**config.mk**
```make
export PLATFORM = sky130hd
export DESIGN_NAME = div_unit
export DESIGN_NICKNAME = d
export VERILOG_FILES = /design/src/rtl/div_unit_pkg.sv /design/src/rtl/div_unit_step.sv /design/src/rtl/div_unit.sv
export SDC_FILE = /design/constraint.sdc
export NUM_CORES = 1
export LEC_CHECK = 0
export ABC_CLOCK_PERIOD_IN_PS = 3800
export BUFFER_PORTS_ARGS = -buffer_cell sky130_fd_sc_hd__clkbuf_2
export CAP_MARGIN = 0
export CORE_MARGIN = 10
export CORE_UTILIZATION = 40
export CTS_BUF_LIST = sky130_fd_sc_hd__clkbuf_16
export DETAILED_ROUTE_END_ITERATION = 8
export PLACE_DENSITY = 0.63
export REMOVE_ABC_BUFFERS = 1
export SLEW_MARGIN = 15
export SYNTH_ARGS = -nofsm -noshare
export SYNTH_HDL_FRONTEND = slang
export SYNTH_SLANG_ARGS = --single-unit
```
**constraint.sdc**
```tcl
create_clock -name clk -period 3.8 [get_ports clk]
set_clock_uncertainty 0.05 [all_clocks]
set_input_delay 0.19 -clock clk [delete_from_list [all_inputs] [get_ports clk]]
set_output_delay 0.19 -clock clk [all_outputs]
set_load 0.05 [all_outputs]
```
**src/rtl/div_unit_pkg.sv**
```systemverilog
// Shared definitions for the iterative RV32M divider: op codes, FSM states,
// width constants and the conditional two's-complement helper.
package div_unit_pkg;

   localparam int DIV_DATA_W = 32;
   localparam int DIV_CNT_W  = 5;

   // RV32M divide/remainder operation codes as issued by the ALU
   typedef enum logic [1:0] {
      DIV_OP_DIV  = 2'b00,
      DIV_OP_DIVU = 2'b01,
      DIV_OP_REM  = 2'b10,
      DIV_OP_REMU = 2'b11
   } div_op_e;

   // Divider FSM states
   typedef enum logic [1:0] {
      DIV_ST_IDLE = 2'b00,
      DIV_ST_CALC = 2'b01,
      DIV_ST_FIX  = 2'b10
   } div_state_e;

   localparam logic [DIV_DATA_W-1:0] DIV_ZERO     = {DIV_DATA_W{1'b0}};
   localparam logic [DIV_DATA_W-1:0] DIV_ONE      = {{(DIV_DATA_W-1){1'b0}}, 1'b1};
   localparam logic [DIV_DATA_W-1:0] DIV_ALL_ONES = {DIV_DATA_W{1'b1}};
   localparam logic [DIV_DATA_W-1:0] DIV_INT_MIN  = {1'b1, {(DIV_DATA_W-1){1'b0}}};

   localparam logic [DIV_CNT_W-1:0]  DIV_CNT_ZERO = {DIV_CNT_W{1'b0}};
   localparam logic [DIV_CNT_W-1:0]  DIV_CNT_ONE  = {{(DIV_CNT_W-1){1'b0}}, 1'b1};
   localparam logic [DIV_CNT_W-1:0]  DIV_CNT_LAST = {DIV_CNT_W{1'b1}};

   // Two's-complement negate when neg is set, pass-through otherwise
   function automatic logic [DIV_DATA_W-1:0] cond_neg(input logic [DIV_DATA_W-1:0] v,
                                                      input logic                  neg);
      logic [DIV_DATA_W-1:0] r;
      if (neg) begin
         r = ~v + DIV_ONE;
      end else begin
         r = v;
      end
      return r;
   endfunction

endpackage

```
**src/rtl/div_unit_step.sv**
```systemverilog
// One restoring-division iteration: shift {rem,quo} left, trial-subtract the
// divisor and keep the difference only when it does not go negative.
module div_unit_step
   import div_unit_pkg::*;
#(
   parameter int DATA_W = DIV_DATA_W
) (
   input  logic [DATA_W-1:0] rem_i,
   input  logic [DATA_W-1:0] quo_i,
   input  logic [DATA_W-1:0] dvs_i,
   output logic [DATA_W-1:0] rem_o,
   output logic [DATA_W-1:0] quo_o
);

   logic [DATA_W:0] rem_sh_s;
   logic [DATA_W:0] trial_s;
   logic            ge_s;

   assign rem_sh_s = {rem_i, quo_i[DATA_W-1]};
   assign trial_s  = rem_sh_s - {1'b0, dvs_i};
   // A shifted remainder above 2^DATA_W always covers the divisor; otherwise
   // the top bit of the 33-bit trial is the borrow.
   assign ge_s     = rem_sh_s[DATA_W] | ~trial_s[DATA_W];

   // Restore-or-keep selection and new quotient bit
   always_comb begin
      rem_o = rem_sh_s[DATA_W-1:0];
      quo_o = {quo_i[DATA_W-2:0], 1'b0};
      if (ge_s) begin
         rem_o = trial_s[DATA_W-1:0];
         quo_o = {quo_i[DATA_W-2:0], 1'b1};
      end else begin
         rem_o = rem_sh_s[DATA_W-1:0];
      end
   end

endmodule

```
**src/rtl/div_unit.sv**
```systemverilog
// Multi-cycle radix-2 restoring divider for DIV/DIVU/REM/REMU. Divide by zero
// and signed overflow are answered directly from IDLE; everything else takes
// 32 CALC steps plus a FIX cycle that applies signs and registers the result.
module div_unit
   import div_unit_pkg::*;
#(
   parameter int DATA_W = DIV_DATA_W,
   parameter int CNT_W  = DIV_CNT_W
) (
   input  logic              clk,
   input  logic              reset,
   input  logic              start,
   input  logic [1:0]        op,
   input  logic [DATA_W-1:0] in_0,
   input  logic [DATA_W-1:0] in_1,
   input  logic              flush,
   output logic              busy,
   output logic              valid,
   output logic [DATA_W-1:0] out,
   output logic              dz
);

   div_state_e        state_q, state_d;
   logic [CNT_W-1:0]  cnt_q, cnt_d;
   logic [DATA_W-1:0] rem_q, rem_d;
   logic [DATA_W-1:0] quo_q, quo_d;
   logic [DATA_W-1:0] dvs_q, dvs_d;
   logic              qneg_q, qneg_d;
   logic              rneg_q, rneg_d;
   logic              rsel_q, rsel_d;
   logic              busy_q, busy_d;
   logic              valid_q, valid_d;
   logic [DATA_W-1:0] out_q, out_d;
   logic              dz_q, dz_d;

   logic [DATA_W-1:0] step_rem_s;
   logic [DATA_W-1:0] step_quo_s;
   logic              signed_s;

   // DIV and REM (op[0]==0) are the signed flavours; op[1] selects remainder
   assign signed_s = ~op[0];

   div_unit_step #(.DATA_W(DATA_W)) u_step (
      .rem_i (rem_q),
      .quo_i (quo_q),
      .dvs_i (dvs_q),
      .rem_o (step_rem_s),
      .quo_o (step_quo_s)
   );

   // State and datapath registers
   always_ff @(posedge clk or negedge reset) begin
      if (!reset) begin
         state_q <= DIV_ST_IDLE;
         cnt_q   <= DIV_CNT_ZERO;
         rem_q   <= DIV_ZERO;
         quo_q   <= DIV_ZERO;
         dvs_q   <= DIV_ZERO;
         qneg_q  <= 1'b0;
         rneg_q  <= 1'b0;
         rsel_q  <= 1'b0;
         busy_q  <= 1'b0;
         valid_q <= 1'b0;
         out_q   <= DIV_ZERO;
         dz_q    <= 1'b0;
      end else begin
         state_q <= state_d;
         cnt_q   <= cnt_d;
         rem_q   <= rem_d;
         quo_q   <= quo_d;
         dvs_q   <= dvs_d;
         qneg_q  <= qneg_d;
         rneg_q  <= rneg_d;
         rsel_q  <= rsel_d;
         busy_q  <= busy_d;
         valid_q <= valid_d;
         out_q   <= out_d;
         dz_q    <= dz_d;
      end
   end

   // Next-state and output decode; flush overrides everything
   always_comb begin
      state_d = state_q;
      cnt_d   = cnt_q;
      rem_d   = rem_q;
      quo_d   = quo_q;
      dvs_d   = dvs_q;
      qneg_d  = qneg_q;
      rneg_d  = rneg_q;
      rsel_d  = rsel_q;
      busy_d  = busy_q;
      valid_d = 1'b0;
      out_d   = out_q;
      dz_d    = dz_q;
      if (flush) begin
         state_d = DIV_ST_IDLE;
         cnt_d   = DIV_CNT_ZERO;
         busy_d  = 1'b0;
      end else begin
         case (state_q)
            DIV_ST_IDLE: begin
               busy_d = 1'b0;
               if (start) begin
                  dz_d   = 1'b0;
                  rsel_d = op[1];
                  if (in_1 == DIV_ZERO) begin
                     out_d   = op[1] ? in_0 : DIV_ALL_ONES;
                     dz_d    = 1'b1;
                     valid_d = 1'b1;
                  end else if (signed_s && (in_0 == DIV_INT_MIN) && (in_1 == DIV_ALL_ONES)) begin
                     out_d   = op[1] ? DIV_ZERO : DIV_INT_MIN;
                     valid_d = 1'b1;
                  end else begin
                     state_d = DIV_ST_CALC;
                     busy_d  = 1'b1;
                     cnt_d   = DIV_CNT_ZERO;
                     rem_d   = DIV_ZERO;
                     quo_d   = cond_neg(in_0, signed_s & in_0[DATA_W-1]);
                     dvs_d   = cond_neg(in_1, signed_s & in_1[DATA_W-1]);
                     qneg_d  = signed_s & (in_0[DATA_W-1] ^ in_1[DATA_W-1]);
                     rneg_d  = signed_s & in_0[DATA_W-1];
                  end
               end else begin
                  state_d = DIV_ST_IDLE;
               end
            end
            DIV_ST_CALC: begin
               rem_d = step_rem_s;
               quo_d = step_quo_s;
               cnt_d = cnt_q + DIV_CNT_ONE;
               if (cnt_q == DIV_CNT_LAST) begin
                  state_d = DIV_ST_FIX;
               end else begin
                  state_d = DIV_ST_CALC;
               end
            end
            DIV_ST_FIX: begin
               out_d   = rsel_q ? cond_neg(rem_q, rneg_q) : cond_neg(quo_q, qneg_q);
               valid_d = 1'b1;
               busy_d  = 1'b0;
               state_d = DIV_ST_IDLE;
            end
            default: begin
               state_d = DIV_ST_IDLE;
               busy_d  = 1'b0;
            end
         endcase
      end
   end

   assign busy  = busy_q;
   assign valid = valid_q;
   assign out   = out_q;
   assign dz    = dz_q;

endmodule

```
* After elaboration in Yosys (flattened, before gate mapping)
Cells that the tools add are included.
** Cells by class
- Reductions and logical operators :: 13
- Equality and inequality tests :: 15
- Mux-type cells :: 43
- $add $sub $neg :: 6
- Bitwise logic cells :: 14
** Operators with widths (count)
- $mux W32 :: 17
- $pmux W32 S2 :: 3
- $add A32 B1 Y32 const B :: 4
- $not A32 Y32 :: 4
- $eq A32 B32 Y1 const B :: 2
- $sub A33 B32 Y33 :: 1
- $logic_not A32 Y1 :: 1
- $mux W5 :: 4
- $ne A3 B3 Y1 const B :: 4
- $mux W1 :: 10
- $mux W2 :: 5
- $pmux W5 S2 :: 1
- $reduce_and A5 Y1 :: 2
- $ne A2 B2 Y1 const B :: 4
- $ne A4 B4 Y1 const B :: 2
- $reduce_and A4 Y1 :: 2
- $add A5 B1 Y5 const B :: 1
- $eq A5 B5 Y1 const B :: 1
- $not A1 Y1 :: 5
- $pmux W1 S2 :: 2
- $pmux W2 S2 :: 1
- $reduce_bool A2 Y1 :: 2
- $and A1 B1 Y1 :: 3
- $reduce_and A3 Y1 :: 1
- other kinds (8) :: 9
** Storage, ports and cells
- Bits in registers :: 141
- Output and inout bits :: 35
- Word-level logic and storage cells :: 103

* Logic depth before layout (Yosys ltp)
- Word-level depth :: 8
- Gate-level depth with buffers :: 14

* Modules after synthesis
From an unflattened synthesis, not the netlist that was laid out.
** Second synthesis, totals
- Cells, all modules :: 1316
- Area, all modules :: 11920.2 µm²
** Modules (own cells, without submodules)
- div_unit :: area an instance 9241.4 µm², cells each 963, times used 1
- div_unit_step :: area an instance 2678.8 µm², cells each 353, times used 1

* Least setup slack after synthesis
No wires, ideal clock.
- Kind :: register to register
- From :: register quo_q[6]
- To :: register out_q[30], in the netlist out[30]
- Library setup time :: 0.076 ns
- Path buffers :: 0
- Period minus slack after synthesis :: 3.050 ns
- Path slack :: 0.750 ns
- Data required time :: 3.674 ns
- Arrival time :: 2.924 ns
- Stages on the path, launching flop included :: 9
- Cells stage by stage :: dfrtp_1 -> or4_4 -> or4_4 -> or4_4 -> or3_4 -> o41ai_4 -> xnor2_1 -> o221ai_2 -> o21ai_1
** On the way
- Longest elaborated chain between the ends :: 5
** Ends and longest elaborated chain
- start: declaration :: line div_unit.sv:26 : logic [DATA_W-1:0] quo_q, quo_d;
- start signal: assignment :: line div_unit.sv:70 : quo_q <= quo_d;
- $not A32 Y32 :: line div_unit_pkg.sv:37 : r = ~v + DIV_ONE;
- $add A32 B1 Y32 :: line div_unit_pkg.sv:37
- $mux W32 :: line div_unit_pkg.sv:36 : if (neg) begin
- $mux W32 :: line div_unit.sv:139 : out_d = rsel_q ? cond_neg(rem_q, rneg_q) : cond_neg(quo_q, qneg_q);
- $pmux W32 S2 :: line div_unit.sv:101 : case (state_q)
- end signal: assignment :: line div_unit.sv:77 : out_q <= out_d;
- end: declaration :: line div_unit.sv:33 : logic [DATA_W-1:0] out_q, out_d;
No other way between the ends.
A chain may end at the register's enable or synchronous reset.

* Final worst setup path
- From :: register quo_q[31]
- To :: register rem_q[5]
** On the way
- Longest elaborated chain between the ends :: 5
** Ends and longest elaborated chain
- $sub A33 B32 Y33 (*) :: line div_unit_step.sv:20 : assign trial_s = rem_sh_s - {1'b0, dvs_i};
- $not A1 Y1 :: line div_unit_step.sv:23 : assign ge_s = rem_sh_s[DATA_W] | ~trial_s[DATA_W];
- $or A1 B1 Y1 :: line div_unit_step.sv:23
- $mux W32 (*) :: line div_unit_step.sv:29 : if (ge_s) begin
- $pmux W32 S2 (*) :: line div_unit.sv:101
- end signal: assignment :: line div_unit.sv:69 : rem_q <= rem_d;
- end: declaration :: line div_unit.sv:25 : logic [DATA_W-1:0] rem_q, rem_d;
Every way passes the cells marked *; elsewhere a longest branch is shown, timed or not.

==> results.cfg <==
[route]
vias = 9853
detail_route.iter0.violations = 715
drc = 0
routed_wl_um = 30900
wl_per_cell_um = 17.7
drtPass1Iterations = 7
ant_nets = 0
vias_per_cell = 5.65

[sta]
setup_viol = 0
drv_slew = 0
fin_ws_ns = 0.311
fmax_ghz = 0.287
rsz0062_at_grt = false
slew_headroom_pct = 34.0
max_slew.worst_pin.slew_ns = 0.988
post-route-min-period_ns = 3.49
post-route-period-util_pct = 91.8
hold_viol_final = 0

[setup_path]
cp.required_ns = 4.06
critPathLaunchType = flop
path_class = flop to flop
critical_path.max_fanout = 26
critical_path_arrival_ns = 3.75
endpoint_kind = flop

[grt]
track_usage_pct = 18.5
antenna_found_initial = 0
grt_start_max_net_pins = 95
grt.overflow.total = 0
first_global_vias = 9594
grt_first_pass_wirelength_um = 50800

[finish]
drive_gt1_share_pct = 13.5
final_area_sq_mm = 0.0121
areaGrowthSynthToFinish_pct = 15.1
diodes = 0
stdcell_count = 1745
nNetsFinal = 1508

[die]
die_x_um = 182
pin_count = 105
fp.dieArea_sq_mm = 0.0332
rows = 59
initial_core_util_pct = 40.5
die_h_um = 182
core_sq_mm = 0.0260

[placement]
gp_congestion = 0.896
placed_cell_area_sq_mm = 0.0116
portBuffers = 104
pre_cts_slack_ns = 0.359
dp_hpwl_um = 23300
placed_cells = 1711

[clocking]
htreeDepth = 4
cts_max_path_buffers = 2
clkTransAtPathRegs_ns = 0.06
post_cts_buffers = 0
cts.sinks = 141
post_cts_resized = 0
cts_hold_repair.buffers = 3
cts_tree = yes
cts-root-buf = clkbuf_16
numCtsBuffers = 17
clock_latency_ns = 0.43

[synth]
yosysWarnings = 0
ys_ff_latch = 141
synth_top_area_share_pct = 33.5
synth_cell_types = 64
yosysTopAreaCell = dfrtp_1
synthArstFlopShare_pct = 100
syn_area_sq_mm = 0.0105
synth_edf_count = 0
synth_area_leaders = dfrtp_1 34%, o21ai_0 7.0%, xnor2_1 6.8%
synthTopCellsByCount = 148 x o21ai_0, 143 x nand2_1, 141 x dfrtp_1
yosysSeqAreaShare_pct = 33.5
ys_dominant_reg_cell = dfrtp_1
synth.most_common_cell = o21ai_0
avgSynthCellArea_sq_um = 8.08
synthCells = 1302

[run]
maxCapViolations = 0

[power]
p_leak_nw = 5.43
ir_worst_vdd_uv = 410
fin_total_pwr_mw = 7.42
p_per_area_mw_per_mm2 = 613

[outcome]
status = completed

[hold_path]
hold_class = input port to flop
-- final timing paths --
path	end	cells past startpoint	slack (ns)	from
max	rem_q[5]	15	0.31	quo_q[31]
min	quo_q[0]	3	0.01	in_0[0]
max reg2reg	rem_q[5]	15	0.31	quo_q[31]
min reg2reg	out[17]	2	0.42	out[17]
max in group asynchronous	out[3]	3	2.42	reset
min in group asynchronous	quo_q[26]	2	0.38	reset
-- cell usage in the layout, fill, tap and decap left out, types with 12 or more instances in the layout --
cell       netlist  routed
o21ai_0        148     148
buf_4            0      27
o31ai_1         19      19
nand4_1         13      13
a211oi_1        13      12
and3_1          14      14
a22oi_1         30      30
inv_1           58      61
o21ai_1         20      20
nand2b_1        24      24
nand3_1         12      12
nand2_1        143     143
clkbuf_16        0      17
nor2b_1         12      12
clkbuf_2         0     103
xor2_1          59      59
nor2_1          98      95
o41ai_1         15      15
nor3_1          18      18
a21oi_1        112     112
xnor2_1         82      82
dfrtp_1        141     141
or3_1           24      24
a21o_1          19      19
ha_1            39      39
-- cell type report --
type	count	area (sq um)
Clock inverter	14	88.8
Inverter	58	218
Timing Repair Buffer	139	860
Clock buffer	17	425
Multi-Input combinational cell	1041	6570
Sequential cell	141	3530
Fill cell	2611	13900
Tap cell	335	419
-- metrics by stage --
| step | hold slack (ns) | utilization (%) | setup TNS, ns |
|---|---|---|---|
| final | 0.0126 | 46.6 | 0 |
| after floorplan | -0.156 | - | -67.78 |
| after detailed placement | 0.308 | 44.5 | 0 |
| after global placement | 0.304 | 44.5 | 0 |
| after CTS | 0.0118 | 46.6 | 0 |
| after global routing | 0.0744 | 46.6 | 0 |
-- state kept, by name, summed over array words and instances, names as in the netlist --
signal   count
dvs_q       32
out         32
quo_q       32
rem_q       32
cnt_q        5
state_q      2
busy         1
dz           1
qneg_q       1
rneg_q       1
rsel_q       1
valid        1
-- power by group --
group | internal, mW | switching [mW]
registers | 1.78 | 0.423
logic | 1.52 | 2.18
clock network | 0.871 | 0.643
total | 4.17 | 3.25
-- worst max-delay path, stage by stage (launching register included) --
cell	delay, ns
dfrtp_1	0.43
inv_1	0.17
ha_1	0.22
fa_1	0.21
nand2b_1	0.14
a21oi_1	0.10
nor2_1	0.12
o21ai_0	0.11
buf_4	0.17
a31oi_1	0.41
o21ai_1	0.16
and3_1	0.18
a311oi_2	0.36
buf_12	0.21
a211oi_1	0.06
a221o_1	0.26
-- metal layers --
layer  global-route usage [%]  part of all wire [%]
met1                     25.5                    49
met4                     5.30                   2.0
met2                     28.8                    44
met3                     3.24                   4.9
met5                        0                     0
-- logic make-up after synthesis --
kind of cell               share of synthesized area, %
AOI/OAI and AO/OA                                  25.9
xor gates and xnor gates                           11.7
adders and majority gates                          4.83
buffers and inverters                              4.32
DFF                                                33.5
muxes                                             0.915
and+or+nand+nor                                    18.8
Note: power is estimated with default switching activity, not from simulation.
